File: src/rtl/id_ex_register_if.sv
// ID/EX register port bundle: ID-side operands/controls in,
// EX-side registered copies, interlock request and bubble counter out.
interface id_ex_register_if #(
    parameter int XLEN      = 32,
    parameter int CNT_WIDTH = 32
);
    logic            flush;
    logic            stall;
    logic            id_valid;
    logic [XLEN-1:0] id_pc;
    logic [XLEN-1:0] id_pc_plus_4;
    logic [XLEN-1:0] id_imm;
    logic [XLEN-1:0] id_read_data1;
    logic [XLEN-1:0] id_read_data2;
    logic [XLEN-1:0] id_csr_read_data;
    logic [4:0]      id_rs1;
    logic [4:0]      id_rs2;
    logic [4:0]      id_rd;
    logic [2:0]      id_funct3;
    logic [6:0]      id_funct7;
    logic [6:0]      id_opcode;
    logic            id_jump;
    logic            id_branch;
    logic            id_csr_write_enable;
    logic            id_register_file_write;
    logic            id_memory_read;
    logic            id_memory_write;
    logic [1:0]      id_alu_src_A_select;
    logic [2:0]      id_alu_src_B_select;
    logic [2:0]      id_register_file_write_data_select;

    logic            ex_valid;
    logic [XLEN-1:0] ex_pc;
    logic [XLEN-1:0] ex_pc_plus_4;
    logic [XLEN-1:0] ex_imm;
    logic [XLEN-1:0] ex_read_data1;
    logic [XLEN-1:0] ex_read_data2;
    logic [XLEN-1:0] ex_csr_read_data;
    logic [4:0]      ex_rs1;
    logic [4:0]      ex_rs2;
    logic [4:0]      ex_rd;
    logic [2:0]      ex_funct3;
    logic [6:0]      ex_funct7;
    logic [6:0]      ex_opcode;
    logic            ex_jump;
    logic            ex_branch;
    logic            ex_csr_write_enable;
    logic            ex_register_file_write;
    logic            ex_memory_read;
    logic            ex_memory_write;
    logic [1:0]      ex_alu_src_A_select;
    logic [2:0]      ex_alu_src_B_select;
    logic [2:0]      ex_register_file_write_data_select;

    logic                 load_use_stall;
    logic [CNT_WIDTH-1:0] bubble_count;

    modport master (
        output flush, stall, id_valid,
        output id_pc, id_pc_plus_4, id_imm,
        output id_read_data1, id_read_data2, id_csr_read_data,
        output id_rs1, id_rs2, id_rd,
        output id_funct3, id_funct7, id_opcode,
        output id_jump, id_branch, id_csr_write_enable,
        output id_register_file_write,
        output id_memory_read, id_memory_write,
        output id_alu_src_A_select, id_alu_src_B_select,
        output id_register_file_write_data_select,
        input  ex_valid,
        input  ex_pc, ex_pc_plus_4, ex_imm,
        input  ex_read_data1, ex_read_data2, ex_csr_read_data,
        input  ex_rs1, ex_rs2, ex_rd,
        input  ex_funct3, ex_funct7, ex_opcode,
        input  ex_jump, ex_branch, ex_csr_write_enable,
        input  ex_register_file_write,
        input  ex_memory_read, ex_memory_write,
        input  ex_alu_src_A_select, ex_alu_src_B_select,
        input  ex_register_file_write_data_select,
        input  load_use_stall, bubble_count
    );

    modport slave (
        input  flush, stall, id_valid,
        input  id_pc, id_pc_plus_4, id_imm,
        input  id_read_data1, id_read_data2, id_csr_read_data,
        input  id_rs1, id_rs2, id_rd,
        input  id_funct3, id_funct7, id_opcode,
        input  id_jump, id_branch, id_csr_write_enable,
        input  id_register_file_write,
        input  id_memory_read, id_memory_write,
        input  id_alu_src_A_select, id_alu_src_B_select,
        input  id_register_file_write_data_select,
        output ex_valid,
        output ex_pc, ex_pc_plus_4, ex_imm,
        output ex_read_data1, ex_read_data2, ex_csr_read_data,
        output ex_rs1, ex_rs2, ex_rd,
        output ex_funct3, ex_funct7, ex_opcode,
        output ex_jump, ex_branch, ex_csr_write_enable,
        output ex_register_file_write,
        output ex_memory_read, ex_memory_write,
        output ex_alu_src_A_select, ex_alu_src_B_select,
        output ex_register_file_write_data_select,
        output load_use_stall, bubble_count
    );
endinterface

File: src/rtl/id_ex_register.sv
// ID/EX pipeline register: flush/stall/load-use bubble insertion,
// load-use interlock request and saturating bubble counter.
module id_ex_register #(
    parameter int         XLEN           = 32,
    parameter int         CNT_WIDTH      = 32,
    parameter logic [1:0] ALU_SRC_A_NONE = 2'b11,
    parameter logic [2:0] ALU_SRC_B_NONE = 3'b111,
    parameter logic [2:0] RF_WD_NONE     = 3'b111
) (
    input logic             clk,
    input logic             reset,
    id_ex_register_if.slave bus
);
    typedef struct packed {
        logic            valid;
        logic [XLEN-1:0] pc;
        logic [XLEN-1:0] pc_plus_4;
        logic [XLEN-1:0] imm;
        logic [XLEN-1:0] read_data1;
        logic [XLEN-1:0] read_data2;
        logic [XLEN-1:0] csr_read_data;
        logic [4:0]      rs1;
        logic [4:0]      rs2;
        logic [4:0]      rd;
        logic [2:0]      funct3;
        logic [6:0]      funct7;
        logic [6:0]      opcode;
        logic            jump;
        logic            branch;
        logic            csr_we;
        logic            rf_we;
        logic            mem_rd;
        logic            mem_wr;
        logic [1:0]      a_sel;
        logic [2:0]      b_sel;
        logic [2:0]      wd_sel;
    } word_t;

    localparam logic [CNT_WIDTH-1:0] CNT_MAX = '1;
    localparam logic [CNT_WIDTH-1:0] CNT_ONE = CNT_WIDTH'(1);

    word_t                q;
    word_t                bubble_w;
    word_t                id_w;
    logic [CNT_WIDTH-1:0] cnt;
    logic                 hazard;
    logic                 load_bubble;
    logic                 load_id;

    // Bubble word: invalid, no side effects, selects parked on NONE.
    always_comb begin
        bubble_w        = '0;
        bubble_w.a_sel  = ALU_SRC_A_NONE;
        bubble_w.b_sel  = ALU_SRC_B_NONE;
        bubble_w.wd_sel = RF_WD_NONE;
    end

    // ID word copied verbatim; state-changing controls gated by id_valid.
    always_comb begin
        id_w               = '0;
        id_w.valid         = bus.id_valid;
        id_w.pc            = bus.id_pc;
        id_w.pc_plus_4     = bus.id_pc_plus_4;
        id_w.imm           = bus.id_imm;
        id_w.read_data1    = bus.id_read_data1;
        id_w.read_data2    = bus.id_read_data2;
        id_w.csr_read_data = bus.id_csr_read_data;
        id_w.rs1           = bus.id_rs1;
        id_w.rs2           = bus.id_rs2;
        id_w.rd            = bus.id_rd;
        id_w.funct3        = bus.id_funct3;
        id_w.funct7        = bus.id_funct7;
        id_w.opcode        = bus.id_opcode;
        id_w.jump          = bus.id_jump;
        id_w.branch        = bus.id_branch;
        id_w.csr_we        = bus.id_csr_write_enable & bus.id_valid;
        id_w.rf_we         = bus.id_register_file_write & bus.id_valid;
        id_w.mem_rd        = bus.id_memory_read;
        id_w.mem_wr        = bus.id_memory_write & bus.id_valid;
        id_w.a_sel         = bus.id_alu_src_A_select;
        id_w.b_sel         = bus.id_alu_src_B_select;
        id_w.wd_sel        = bus.id_register_file_write_data_select;
    end

    // Conservative load-use check against both source fields.
    always_comb begin
        hazard = q.valid & q.mem_rd & (q.rd != 5'd0) & bus.id_valid
               & ((bus.id_rs1 == q.rd) | (bus.id_rs2 == q.rd));
        load_bubble = bus.flush | (~bus.stall & hazard);
        load_id     = ~bus.flush & ~bus.stall & ~hazard;
    end

    // Pipeline word: flush > stall > load-use bubble > capture.
    always_ff @(posedge clk or negedge reset) begin
        if (!reset) begin
            q <= bubble_w;
        end else if (load_bubble) begin
            q <= bubble_w;
        end else if (load_id) begin
            q <= id_w;
        end
    end

    // Saturating count of inserted bubbles.
    always_ff @(posedge clk or negedge reset) begin
        if (!reset) begin
            cnt <= '0;
        end else if (load_bubble && cnt != CNT_MAX) begin
            cnt <= cnt + CNT_ONE;
        end
    end

    assign bus.load_use_stall = hazard & ~bus.flush;
    assign bus.bubble_count   = cnt;

    assign bus.ex_valid                           = q.valid;
    assign bus.ex_pc                              = q.pc;
    assign bus.ex_pc_plus_4                       = q.pc_plus_4;
    assign bus.ex_imm                             = q.imm;
    assign bus.ex_read_data1                      = q.read_data1;
    assign bus.ex_read_data2                      = q.read_data2;
    assign bus.ex_csr_read_data                   = q.csr_read_data;
    assign bus.ex_rs1                             = q.rs1;
    assign bus.ex_rs2                             = q.rs2;
    assign bus.ex_rd                              = q.rd;
    assign bus.ex_funct3                          = q.funct3;
    assign bus.ex_funct7                          = q.funct7;
    assign bus.ex_opcode                          = q.opcode;
    assign bus.ex_jump                            = q.jump;
    assign bus.ex_branch                          = q.branch;
    assign bus.ex_csr_write_enable                = q.csr_we;
    assign bus.ex_register_file_write             = q.rf_we;
    assign bus.ex_memory_read                     = q.mem_rd;
    assign bus.ex_memory_write                    = q.mem_wr;
    assign bus.ex_alu_src_A_select                = q.a_sel;
    assign bus.ex_alu_src_B_select                = q.b_sel;
    assign bus.ex_register_file_write_data_select = q.wd_sel;
endmodule

File: src/flat_wrapper.sv
// flat-port wrapper written by rule: the top's interface ports become plain ports
module id_ex_register_flat 
#(
    parameter int         XLEN           = 32,
    parameter int         CNT_WIDTH      = 32,
    parameter logic [1:0] ALU_SRC_A_NONE = 2'b11,
    parameter logic [2:0] ALU_SRC_B_NONE = 3'b111,
    parameter logic [2:0] RF_WD_NONE     = 3'b111
)
  (clk, reset, bus_flush, bus_stall, bus_id_valid, bus_id_pc, bus_id_pc_plus_4, bus_id_imm, bus_id_read_data1, bus_id_read_data2, bus_id_csr_read_data, bus_id_rs1, bus_id_rs2, bus_id_rd, bus_id_funct3, bus_id_funct7, bus_id_opcode, bus_id_jump, bus_id_branch, bus_id_csr_write_enable, bus_id_register_file_write, bus_id_memory_read, bus_id_memory_write, bus_id_alu_src_A_select, bus_id_alu_src_B_select, bus_id_register_file_write_data_select, bus_ex_valid, bus_ex_pc, bus_ex_pc_plus_4, bus_ex_imm, bus_ex_read_data1, bus_ex_read_data2, bus_ex_csr_read_data, bus_ex_rs1, bus_ex_rs2, bus_ex_rd, bus_ex_funct3, bus_ex_funct7, bus_ex_opcode, bus_ex_jump, bus_ex_branch, bus_ex_csr_write_enable, bus_ex_register_file_write, bus_ex_memory_read, bus_ex_memory_write, bus_ex_alu_src_A_select, bus_ex_alu_src_B_select, bus_ex_register_file_write_data_select, bus_load_use_stall, bus_bubble_count);
  id_ex_register_if #(.XLEN(XLEN), .CNT_WIDTH(CNT_WIDTH)) bus_i ();
  input logic clk;
  input logic reset;
  input wire logic [$bits(bus_i.flush)-1:0] bus_flush;
  input wire logic [$bits(bus_i.stall)-1:0] bus_stall;
  input wire logic [$bits(bus_i.id_valid)-1:0] bus_id_valid;
  input wire logic [$bits(bus_i.id_pc)-1:0] bus_id_pc;
  input wire logic [$bits(bus_i.id_pc_plus_4)-1:0] bus_id_pc_plus_4;
  input wire logic [$bits(bus_i.id_imm)-1:0] bus_id_imm;
  input wire logic [$bits(bus_i.id_read_data1)-1:0] bus_id_read_data1;
  input wire logic [$bits(bus_i.id_read_data2)-1:0] bus_id_read_data2;
  input wire logic [$bits(bus_i.id_csr_read_data)-1:0] bus_id_csr_read_data;
  input wire logic [$bits(bus_i.id_rs1)-1:0] bus_id_rs1;
  input wire logic [$bits(bus_i.id_rs2)-1:0] bus_id_rs2;
  input wire logic [$bits(bus_i.id_rd)-1:0] bus_id_rd;
  input wire logic [$bits(bus_i.id_funct3)-1:0] bus_id_funct3;
  input wire logic [$bits(bus_i.id_funct7)-1:0] bus_id_funct7;
  input wire logic [$bits(bus_i.id_opcode)-1:0] bus_id_opcode;
  input wire logic [$bits(bus_i.id_jump)-1:0] bus_id_jump;
  input wire logic [$bits(bus_i.id_branch)-1:0] bus_id_branch;
  input wire logic [$bits(bus_i.id_csr_write_enable)-1:0] bus_id_csr_write_enable;
  input wire logic [$bits(bus_i.id_register_file_write)-1:0] bus_id_register_file_write;
  input wire logic [$bits(bus_i.id_memory_read)-1:0] bus_id_memory_read;
  input wire logic [$bits(bus_i.id_memory_write)-1:0] bus_id_memory_write;
  input wire logic [$bits(bus_i.id_alu_src_A_select)-1:0] bus_id_alu_src_A_select;
  input wire logic [$bits(bus_i.id_alu_src_B_select)-1:0] bus_id_alu_src_B_select;
  input wire logic [$bits(bus_i.id_register_file_write_data_select)-1:0] bus_id_register_file_write_data_select;
  output wire logic [$bits(bus_i.ex_valid)-1:0] bus_ex_valid;
  output wire logic [$bits(bus_i.ex_pc)-1:0] bus_ex_pc;
  output wire logic [$bits(bus_i.ex_pc_plus_4)-1:0] bus_ex_pc_plus_4;
  output wire logic [$bits(bus_i.ex_imm)-1:0] bus_ex_imm;
  output wire logic [$bits(bus_i.ex_read_data1)-1:0] bus_ex_read_data1;
  output wire logic [$bits(bus_i.ex_read_data2)-1:0] bus_ex_read_data2;
  output wire logic [$bits(bus_i.ex_csr_read_data)-1:0] bus_ex_csr_read_data;
  output wire logic [$bits(bus_i.ex_rs1)-1:0] bus_ex_rs1;
  output wire logic [$bits(bus_i.ex_rs2)-1:0] bus_ex_rs2;
  output wire logic [$bits(bus_i.ex_rd)-1:0] bus_ex_rd;
  output wire logic [$bits(bus_i.ex_funct3)-1:0] bus_ex_funct3;
  output wire logic [$bits(bus_i.ex_funct7)-1:0] bus_ex_funct7;
  output wire logic [$bits(bus_i.ex_opcode)-1:0] bus_ex_opcode;
  output wire logic [$bits(bus_i.ex_jump)-1:0] bus_ex_jump;
  output wire logic [$bits(bus_i.ex_branch)-1:0] bus_ex_branch;
  output wire logic [$bits(bus_i.ex_csr_write_enable)-1:0] bus_ex_csr_write_enable;
  output wire logic [$bits(bus_i.ex_register_file_write)-1:0] bus_ex_register_file_write;
  output wire logic [$bits(bus_i.ex_memory_read)-1:0] bus_ex_memory_read;
  output wire logic [$bits(bus_i.ex_memory_write)-1:0] bus_ex_memory_write;
  output wire logic [$bits(bus_i.ex_alu_src_A_select)-1:0] bus_ex_alu_src_A_select;
  output wire logic [$bits(bus_i.ex_alu_src_B_select)-1:0] bus_ex_alu_src_B_select;
  output wire logic [$bits(bus_i.ex_register_file_write_data_select)-1:0] bus_ex_register_file_write_data_select;
  output wire logic [$bits(bus_i.load_use_stall)-1:0] bus_load_use_stall;
  output wire logic [$bits(bus_i.bubble_count)-1:0] bus_bubble_count;
  assign bus_i.flush = bus_flush;
  assign bus_i.stall = bus_stall;
  assign bus_i.id_valid = bus_id_valid;
  assign bus_i.id_pc = bus_id_pc;
  assign bus_i.id_pc_plus_4 = bus_id_pc_plus_4;
  assign bus_i.id_imm = bus_id_imm;
  assign bus_i.id_read_data1 = bus_id_read_data1;
  assign bus_i.id_read_data2 = bus_id_read_data2;
  assign bus_i.id_csr_read_data = bus_id_csr_read_data;
  assign bus_i.id_rs1 = bus_id_rs1;
  assign bus_i.id_rs2 = bus_id_rs2;
  assign bus_i.id_rd = bus_id_rd;
  assign bus_i.id_funct3 = bus_id_funct3;
  assign bus_i.id_funct7 = bus_id_funct7;
  assign bus_i.id_opcode = bus_id_opcode;
  assign bus_i.id_jump = bus_id_jump;
  assign bus_i.id_branch = bus_id_branch;
  assign bus_i.id_csr_write_enable = bus_id_csr_write_enable;
  assign bus_i.id_register_file_write = bus_id_register_file_write;
  assign bus_i.id_memory_read = bus_id_memory_read;
  assign bus_i.id_memory_write = bus_id_memory_write;
  assign bus_i.id_alu_src_A_select = bus_id_alu_src_A_select;
  assign bus_i.id_alu_src_B_select = bus_id_alu_src_B_select;
  assign bus_i.id_register_file_write_data_select = bus_id_register_file_write_data_select;
  assign bus_ex_valid = bus_i.ex_valid;
  assign bus_ex_pc = bus_i.ex_pc;
  assign bus_ex_pc_plus_4 = bus_i.ex_pc_plus_4;
  assign bus_ex_imm = bus_i.ex_imm;
  assign bus_ex_read_data1 = bus_i.ex_read_data1;
  assign bus_ex_read_data2 = bus_i.ex_read_data2;
  assign bus_ex_csr_read_data = bus_i.ex_csr_read_data;
  assign bus_ex_rs1 = bus_i.ex_rs1;
  assign bus_ex_rs2 = bus_i.ex_rs2;
  assign bus_ex_rd = bus_i.ex_rd;
  assign bus_ex_funct3 = bus_i.ex_funct3;
  assign bus_ex_funct7 = bus_i.ex_funct7;
  assign bus_ex_opcode = bus_i.ex_opcode;
  assign bus_ex_jump = bus_i.ex_jump;
  assign bus_ex_branch = bus_i.ex_branch;
  assign bus_ex_csr_write_enable = bus_i.ex_csr_write_enable;
  assign bus_ex_register_file_write = bus_i.ex_register_file_write;
  assign bus_ex_memory_read = bus_i.ex_memory_read;
  assign bus_ex_memory_write = bus_i.ex_memory_write;
  assign bus_ex_alu_src_A_select = bus_i.ex_alu_src_A_select;
  assign bus_ex_alu_src_B_select = bus_i.ex_alu_src_B_select;
  assign bus_ex_register_file_write_data_select = bus_i.ex_register_file_write_data_select;
  assign bus_load_use_stall = bus_i.load_use_stall;
  assign bus_bubble_count = bus_i.bubble_count;
  id_ex_register #(.XLEN(XLEN), .CNT_WIDTH(CNT_WIDTH), .ALU_SRC_A_NONE(ALU_SRC_A_NONE), .ALU_SRC_B_NONE(ALU_SRC_B_NONE), .RF_WD_NONE(RF_WD_NONE)) u_core (.clk(clk), .reset(reset), .bus(bus_i));
endmodule
File: config.mk
export PLATFORM = sky130hd
export DESIGN_NAME = id_ex_register_flat
export DESIGN_NICKNAME = d
export VERILOG_FILES = /design/src/rtl/id_ex_register_if.sv /design/src/rtl/id_ex_register.sv /design/src/flat_wrapper.sv
export SDC_FILE = /design/constraint.sdc
export NUM_CORES = 1
export LEC_CHECK = 0
export CAP_MARGIN = 20
export CORE_AREA = 2 2 202 204
export DETAILED_ROUTE_END_ITERATION = 10
export DIE_AREA = 0 0 204 206
export DONT_BUFFER_PORTS = 1
export PLACE_DENSITY = 0.37
export REMOVE_ABC_BUFFERS = 1
export SLEW_MARGIN = 10
export SYNTH_ARGS = -nofsm -noshare
export SYNTH_HDL_FRONTEND = slang
export SYNTH_SLANG_ARGS = --single-unit
export TNS_END_PERCENT = 5
File: constraint.sdc
create_clock -name clk -period 2.9 [get_ports clk]
set_input_delay 0.29 -clock clk [delete_from_list [all_inputs] [get_ports clk]]
set_output_delay 0.29 -clock clk [all_outputs]
set_load 0.03 [all_outputs]
==> results of run 1 <==
-- metal layers --
metal / share of wire [%] / track usage, % / up-vias
met5: 0 / 0 / -
met3: 11 / 5.83 / 45
met1: 35 / 15.5 / 3671
met4: 2.2 / 4.94 / 0
met2: 52 / 25.9 / 384
li1: - / - / 3164
-- registers in the layout (all words and copies together), names as in the netlist, 2 cells and up --
| signal | flops |
|---|---|
| u_core.bus.ex_funct7 | 7 |
| u_core.bus.ex_csr_read_data | 32 |
| u_core.bus.ex_imm | 32 |
| u_core.bus.ex_alu_src_A_select | 2 |
| u_core.bus.ex_read_data2 | 32 |
| u_core.bus.ex_rs2 | 5 |
| u_core.bus.ex_rd | 5 |
| u_core.bus.ex_pc_plus_4 | 32 |
| u_core.bus.ex_register_file_write_data_select | 3 |
| u_core.bus.ex_alu_src_B_select | 3 |
| u_core.bus.ex_funct3 | 3 |
| u_core.bus.bubble_count | 32 |
| u_core.bus.ex_opcode | 7 |
| u_core.bus.ex_pc | 32 |
| u_core.bus.ex_rs1 | 5 |
| u_core.bus.ex_read_data1 | 32 |
-- kinds of logic after synthesis --
| kind of cell | synth area share [%] |
|---|---|
| and+or+nand+nor | 4.77 |
| buffers and inverters | 2.65 |
| xor gates and xnor gates | 3.57 |
| AOI/OAI and AO/OA | 21.5 |
| adders and majority gates | 0.124 |
| DFF | 67.4 |
-- timing repair --
item,CTS,global route
gates resized for setup,0,0
buffers inserted,0,0
hold endpoints to repair,510,271
endpoints found under the setup margin,0,0
-- synth_stat cells --
library cell  instances  area share, %
nand2_1              25           0.93
nand4_2               1           0.12
a32o_1                3           0.30
dfrtp_1             263             65
and2_1                2           0.12
xnor2_1              30            2.6
and3_1                2           0.12
o21ai_0               2          0.099
dfstp_2               8            2.1
and4_1                1          0.087
nand3_1              15           0.75
buf_6                 2           0.22
o221ai_2              1           0.15
o211a_4               1           0.17
nor3_4                1           0.16
clkbuf_1             29            1.1
nor3_2                3           0.30
a22o_1              226             20
o21a_1                1          0.075
a21oi_1               1          0.050
o22ai_1               1          0.062
nand4_1              11           0.68
buf_2                24            1.2
nor2_1               10           0.37
nor4_1                6           0.37
ha_1                  1           0.12
o22a_1                8           0.70
inv_1                 4           0.15
nor3_1                7           0.35
xor2_1               11           0.96
nand4_4               1           0.21
or3_1                 2           0.12
nor2b_1               1          0.062
o211ai_4              1           0.21
-- through the flow --
| stage | util (%) | total power [mW] | area, sq um | setup WS (ns) |
|---|---|---|---|---|
| finish | 35.4 | 9.60 | 14200 | 0.236 |
| global placement | 26.6 | 5.18 | 10700 | 0.562 |
| floorplan | - | 5.02 | 9820 | -5.89 |
| global route | 35.4 | 9.98 | 14200 | 0.0912 |
| CTS | 35.3 | 9.73 | 14200 | 0.183 |
| detailed placement | 26.6 | 5.20 | 10700 | 0.475 |
-- power by group --
part	switching, mW	internal (mW)	total [mW]
Combinational	0.350	0.441	0.791
Clock	1.58	2.61	4.19
Sequential	0.622	4.00	4.62
Total	2.55	7.05	9.60
-- how the worst max path moves through the flow --
stage                                   start                          end
after floorplan                     bus_flush         u_core.bus.ex_branch
after global placement    u_core.bus.ex_rd[0]  u_core.bus.bubble_count[27]
after detailed placement  u_core.bus.ex_rd[0]   u_core.bus.ex_pc_plus_4[9]
after CTS                 u_core.bus.ex_rd[0]           bus_load_use_stall
after global routing      u_core.bus.ex_rd[0]           bus_load_use_stall
final                     u_core.bus.ex_rd[0]           bus_load_use_stall
-- layout by cell type (no fill, tap or decap), types with 3 or more instances in the layout --
master / netlist / layout
o22a_1: 8 / 8
buf_4: 0 / 12
dfrtp_1: 263 / 263
a22o_1: 226 / 226
clkinv_2: 0 / 5
clkbuf_1: 29 / 3
nand3_1: 15 / 15
dfstp_2: 8 / 8
clkbuf_8: 0 / 5
a32o_1: 3 / 3
clkbuf_16: 0 / 31
inv_1: 4 / 4
nor3_1: 7 / 7
dlygate4sd3_1: 0 / 241
clkinvlp_4: 0 / 4
nand4_1: 11 / 11
nand2_1: 25 / 25
diode_2: 0 / 6
buf_12: 0 / 5
nor2_1: 10 / 10
xnor2_1: 30 / 30
nor4_1: 6 / 6
bufinv_16: 0 / 6
xor2_1: 11 / 11
-- critical path, cell delays in order, from the launching register on --
cell and delay, ns:
dfrtp_1 0.67, xnor2_1 0.18, nand3_1 0.15, o22ai_1 0.23, nand2_1 0.12, nor2_1 0.46
-- layout make-up --
| type | count | area share [%] |
|---|---|---|
| timing repair buffer | 258 | 18.3 |
| inverter | 4 | 0.106 |
| antenna | 6 | 0.106 |
| multi-input combinational | 375 | 21.3 |
| clock buffer | 39 | 6.02 |
| tap | 532 | 4.68 |
| clock inverter | 16 | 1.72 |
| sequential | 271 | 47.8 |
==> metrics.yaml, run 1 <==
row_count: 74
timing_hold_violations_final: 271
worstReg2RegEnd: "u_core.bus.ex_pc_plus_4[9]"
min_period_over_period_pct: 91.9
path_class: "register to primary output"
yosys.cell_types.count: 34
globalRouteOverflowTotal: 0
violations: "negative hold slack"
syn_avg_cell_area_sq_um: 14.3
reg2reg_from: "u_core.bus.ex_rd[0]"
total_negative_slack_ns: 0
drt-initial-drc-count: 455
worstSkewPairLatency_ns: 0.56
worstPathRequired_ns: 2.61
multi_input_gate_area_sq_um: 3030
cts_tree: "built"
maximum_number_of_pins_on_one_net_before_global_route_repair: 272
wl_mm: 32.9
crit_path_max_fanout: 5
powerDensity_nw_per_um2: 675
drc: 0
syn_inst: 705
worstMarginPinSlew_ns: 0.903
postCtsHoldBufs: 241
drt.antenna.violating_nets: 0
normalized_max_slew_margin_pct: 39.8
drive_gt1_share_pct: 9.03
worstRegToRegCells: 8
min_period_ns: 2.66
status: "finished with violations"
start_kind: "register"
postSynthRegisterBits: 271
via_per_inst: 4.84
worst_clock_skew_ns: 0.0100
dp.final_hpwl_mm: 21.8
setup_viol: 0
ir_drop_mv: 0.388
fin_nets: 1184
regToRegSetupSlack_ns: 0.48
maximum_clock_insertion_buffer_count: 3
die_width_um: 204
timing.critical_path.arrival_ns: 2.37
clk_pin_slew_ns: 0.07
clk_root_buffer_cell: "clkbuf_16"
place.port_buffers: 0
yosysWarnings: 0
layout.filler_cells: 3857
worst_setup_path_end_kind: "primary output"
first_pass_iters: 4
cts.sinks: 271
routability_cong: 0.801
hold_path.class: "input pin to async pin"
cap_viol_max_count: 0
initial_core_util_pct: 25.1
fp.dieH_um: 206
via_count_of_the_first_global_routing_pass: 7743
final-max-slew-violation-count: 0
proportion_of_synthesized_chip_area_in_sequential_cells_pct: 67.4
cts-buffers-inserted: 30
area_enclosed_by_the_die_boundary_sq_um: 42000
global_route_wire_length_before_repair_mm: 47.3
final_worst_hold_slack_ns: -0.577
detailroute.via_count: 7264
core_sq_um: 40200
fin_cells: 1501
grt_setup_unrepaired: "no"
fmaxAchievable_mhz: 375
syn_to_final_growth_pct: 41.2
number_of_antenna_violations_at_the_first_check_in_global_routing: 3
dp.cells: 1199
cts.htree.levels: 1
detail_route.wl_per_cell_um: 21.9
synth_area_sq_um: 10100
register_area_sq_um: 6790
ioPinCount: 515
leakage_nw: 6.45
groute.usage.overall_pct: 14.5
Note: power is estimated with default switching activity, not from simulation.
==> inputs of run 2 (changes only) <==
==> constraint.sdc (replaced) <==
create_clock -name clk -period 2.9 [get_ports clk]
set_input_delay 0.145 -clock clk [delete_from_list [all_inputs] [get_ports clk]]
set_output_delay 0.145 -clock clk [all_outputs]
set_load 0.03 [all_outputs]
==> metrics.yaml, run 2 (synthesized netlist as in run 1, its figures left out) <==
status: "finished with violations"
violations: "negative hold slack"
min_period_ns: 2.58  # -0.0887 ns
dpl_worst_slack_ns: 0.475  # unchanged
detail_route.wl_per_cell_um: 21.8  # -0.32%
core_sq_um: 40200  # unchanged
start_kind: "register"
initial_core_util_pct: 25.1  # unchanged
timing_hold_violations_final: 271  # unchanged
crit_path_max_fanout: 25  # +20
place.port_buffers: 0  # unchanged
min_period_over_period_pct: 88.8  # -3.1 points
cts.htree.levels: 1  # unchanged
routability_cong: 0.801  # unchanged
clk_pin_slew_ns: 0.07  # about the same
drt-initial-drc-count: 478  # +5.1%
via_count_of_the_first_global_routing_pass: 7783  # +0.52%
cts.sinks: 271  # unchanged
worstPathRequired_ns: 3.33  # +0.72 ns
syn_to_final_growth_pct: 42.1
die_width_um: 204  # unchanged
post_cts_buffers: 0  # unchanged
setup_viol: 0  # unchanged
leakage_nw: 6.51  # +0.94%
worstRegToRegCells: 8  # unchanged
timing.final.ws_setup_ns: 0.325  # +0.0887 ns
worstSkewPairLatency_ns: 0.56  # about the same
via_per_inst: 4.85  # +0.18%
total_power_mw: 9.61  # about the same
detailroute.via_count: 7316  # +0.72%
row_count: 74  # unchanged
worst_clock_skew_ns: 0.0109  # +0.000897 ns
reg2reg_from: "u_core.bus.ex_rd[0]"
crit_end: "u_core.bus.ex_csr_read_data[10]"
postLayoutCoreUtil_pct: 35.6  # +0.24 points
normalized_max_slew_margin_pct: 39.1  # -0.73 points
hold_path.class: "input pin to async pin"
path_class: "register to register"
layout.cells.most_common_list: "263 x dfrtp_1, 251 x dlygate4sd3_1, 226 x a22o_1"
fp.dieH_um: 206  # unchanged
cts-buffers-inserted: 30  # unchanged
layout.cells.most_common: "dfrtp_1"
placement_cell_area_sq_um: 10700  # unchanged
ir_drop_mv: 0.387  # about the same
maximum_clock_insertion_buffer_count: 3  # unchanged
worstReg2RegEnd: "u_core.bus.ex_csr_read_data[10]"
clk_root_buffer_cell: "clkbuf_16"
cts_tree: "built"
cap_viol_max_count: 0  # unchanged
timing.critical_path.arrival_ns: 3.01  # +0.64 ns
fmaxAchievable_mhz: 388  # +3.4%
quantity_of_gates_resized_following_cts: 0  # unchanged
final_worst_hold_slack_ns: -0.721  # -0.144 ns
maximum_number_of_pins_on_one_net_before_global_route_repair: 272  # unchanged
ioPinCount: 515  # unchanged
fin_nets: 1194  # +0.84%
fin_cells: 1509  # +0.53%
final-max-slew-violation-count: 0  # unchanged
worst_setup_path_end_kind: "register"
globalRouteOverflowTotal: 0  # unchanged
powerDensity_nw_per_um2: 671  # -0.57%
final_instance_area_sq_um: 14300  # +0.67%
dp.final_hpwl_mm: 21.8  # unchanged
dp.cells: 1199  # unchanged
number_of_antenna_violations_at_the_first_check_in_global_routing: 3  # unchanged
worstMarginPinSlew_ns: 0.914  # +0.0110 ns
regToRegSetupSlack_ns: 0.32  # -0.16 ns
drc: 0  # unchanged
global_route_wire_length_before_repair_mm: 47.5  # +0.36%
first_pass_iters: 4  # unchanged
wl_mm: 32.9  # +0.21%
grt_setup_unrepaired: "no"
total_negative_slack_ns: 0  # unchanged
drt.antenna.violating_nets: 0  # unchanged
drive_gt1_share_pct: 8.94  # -0.093 points
groute.usage.overall_pct: 14.5  # +0.041 points
postCtsHoldBufs: 251  # +4.1%
area_enclosed_by_the_die_boundary_sq_um: 42000  # unchanged
crit_start: "u_core.bus.ex_rd[0]"
[run 2: cell types whose count changed in the layout (fill, tap and decap cells not counted)]
cell	previous run	this run
dlygate4sd3_1	241	251
diode_2	6	4
[run 2: power by group]
part | switching [mW] | internal (mW)
Clock | 1.58 | 2.61
Sequential | 0.623 | 4.00
Combinational | 0.351 | 0.451
[run 2: layer usage]
layer	share of wire (%)	up-vias	GRT usage, %
met5	0	-	0
met4	2.3	0	4.94
met3	11	49	5.77
met2	52	394	26.0
met1	35	3695	15.6
li1	-	3178	-
[run 2: final cells by class]
type	count	area [sq um]
diodes	4	10.0
clock buffers	39	856
clock inverters	16	244
fillers	3855	25900
inverters	4	15.0
multi-input cells	375	3030
flip-flops and latches	271	6790
well taps	532	666
repair buffers	268	2700
[run 2: critical path: stages, from the launching register on]
cell	delay, ns
dfrtp_1	0.67
xnor2_1	0.18
nand3_1	0.15
o22ai_1	0.23
and2_1	0.22
nor3_4	0.07
buf_12	0.16
a22o_1	0.19
dlygate4sd3_1	0.55
[run 2: how the worst min path moves through the flow]
stage,startpoint,end,slack (ns)
final,reset,u_core.bus.ex_read_data2[27],-0.72
after global routing,reset,u_core.bus.ex_read_data2[27],-0.77
after CTS,reset,u_core.bus.ex_rd[0],-0.76
after detailed placement,reset,u_core.bus.ex_csr_read_data[9],-0.14
after global placement,reset,u_core.bus.ex_imm[19],-0.14
after floorplan,reset,u_core.bus.bubble_count[0],-0.15
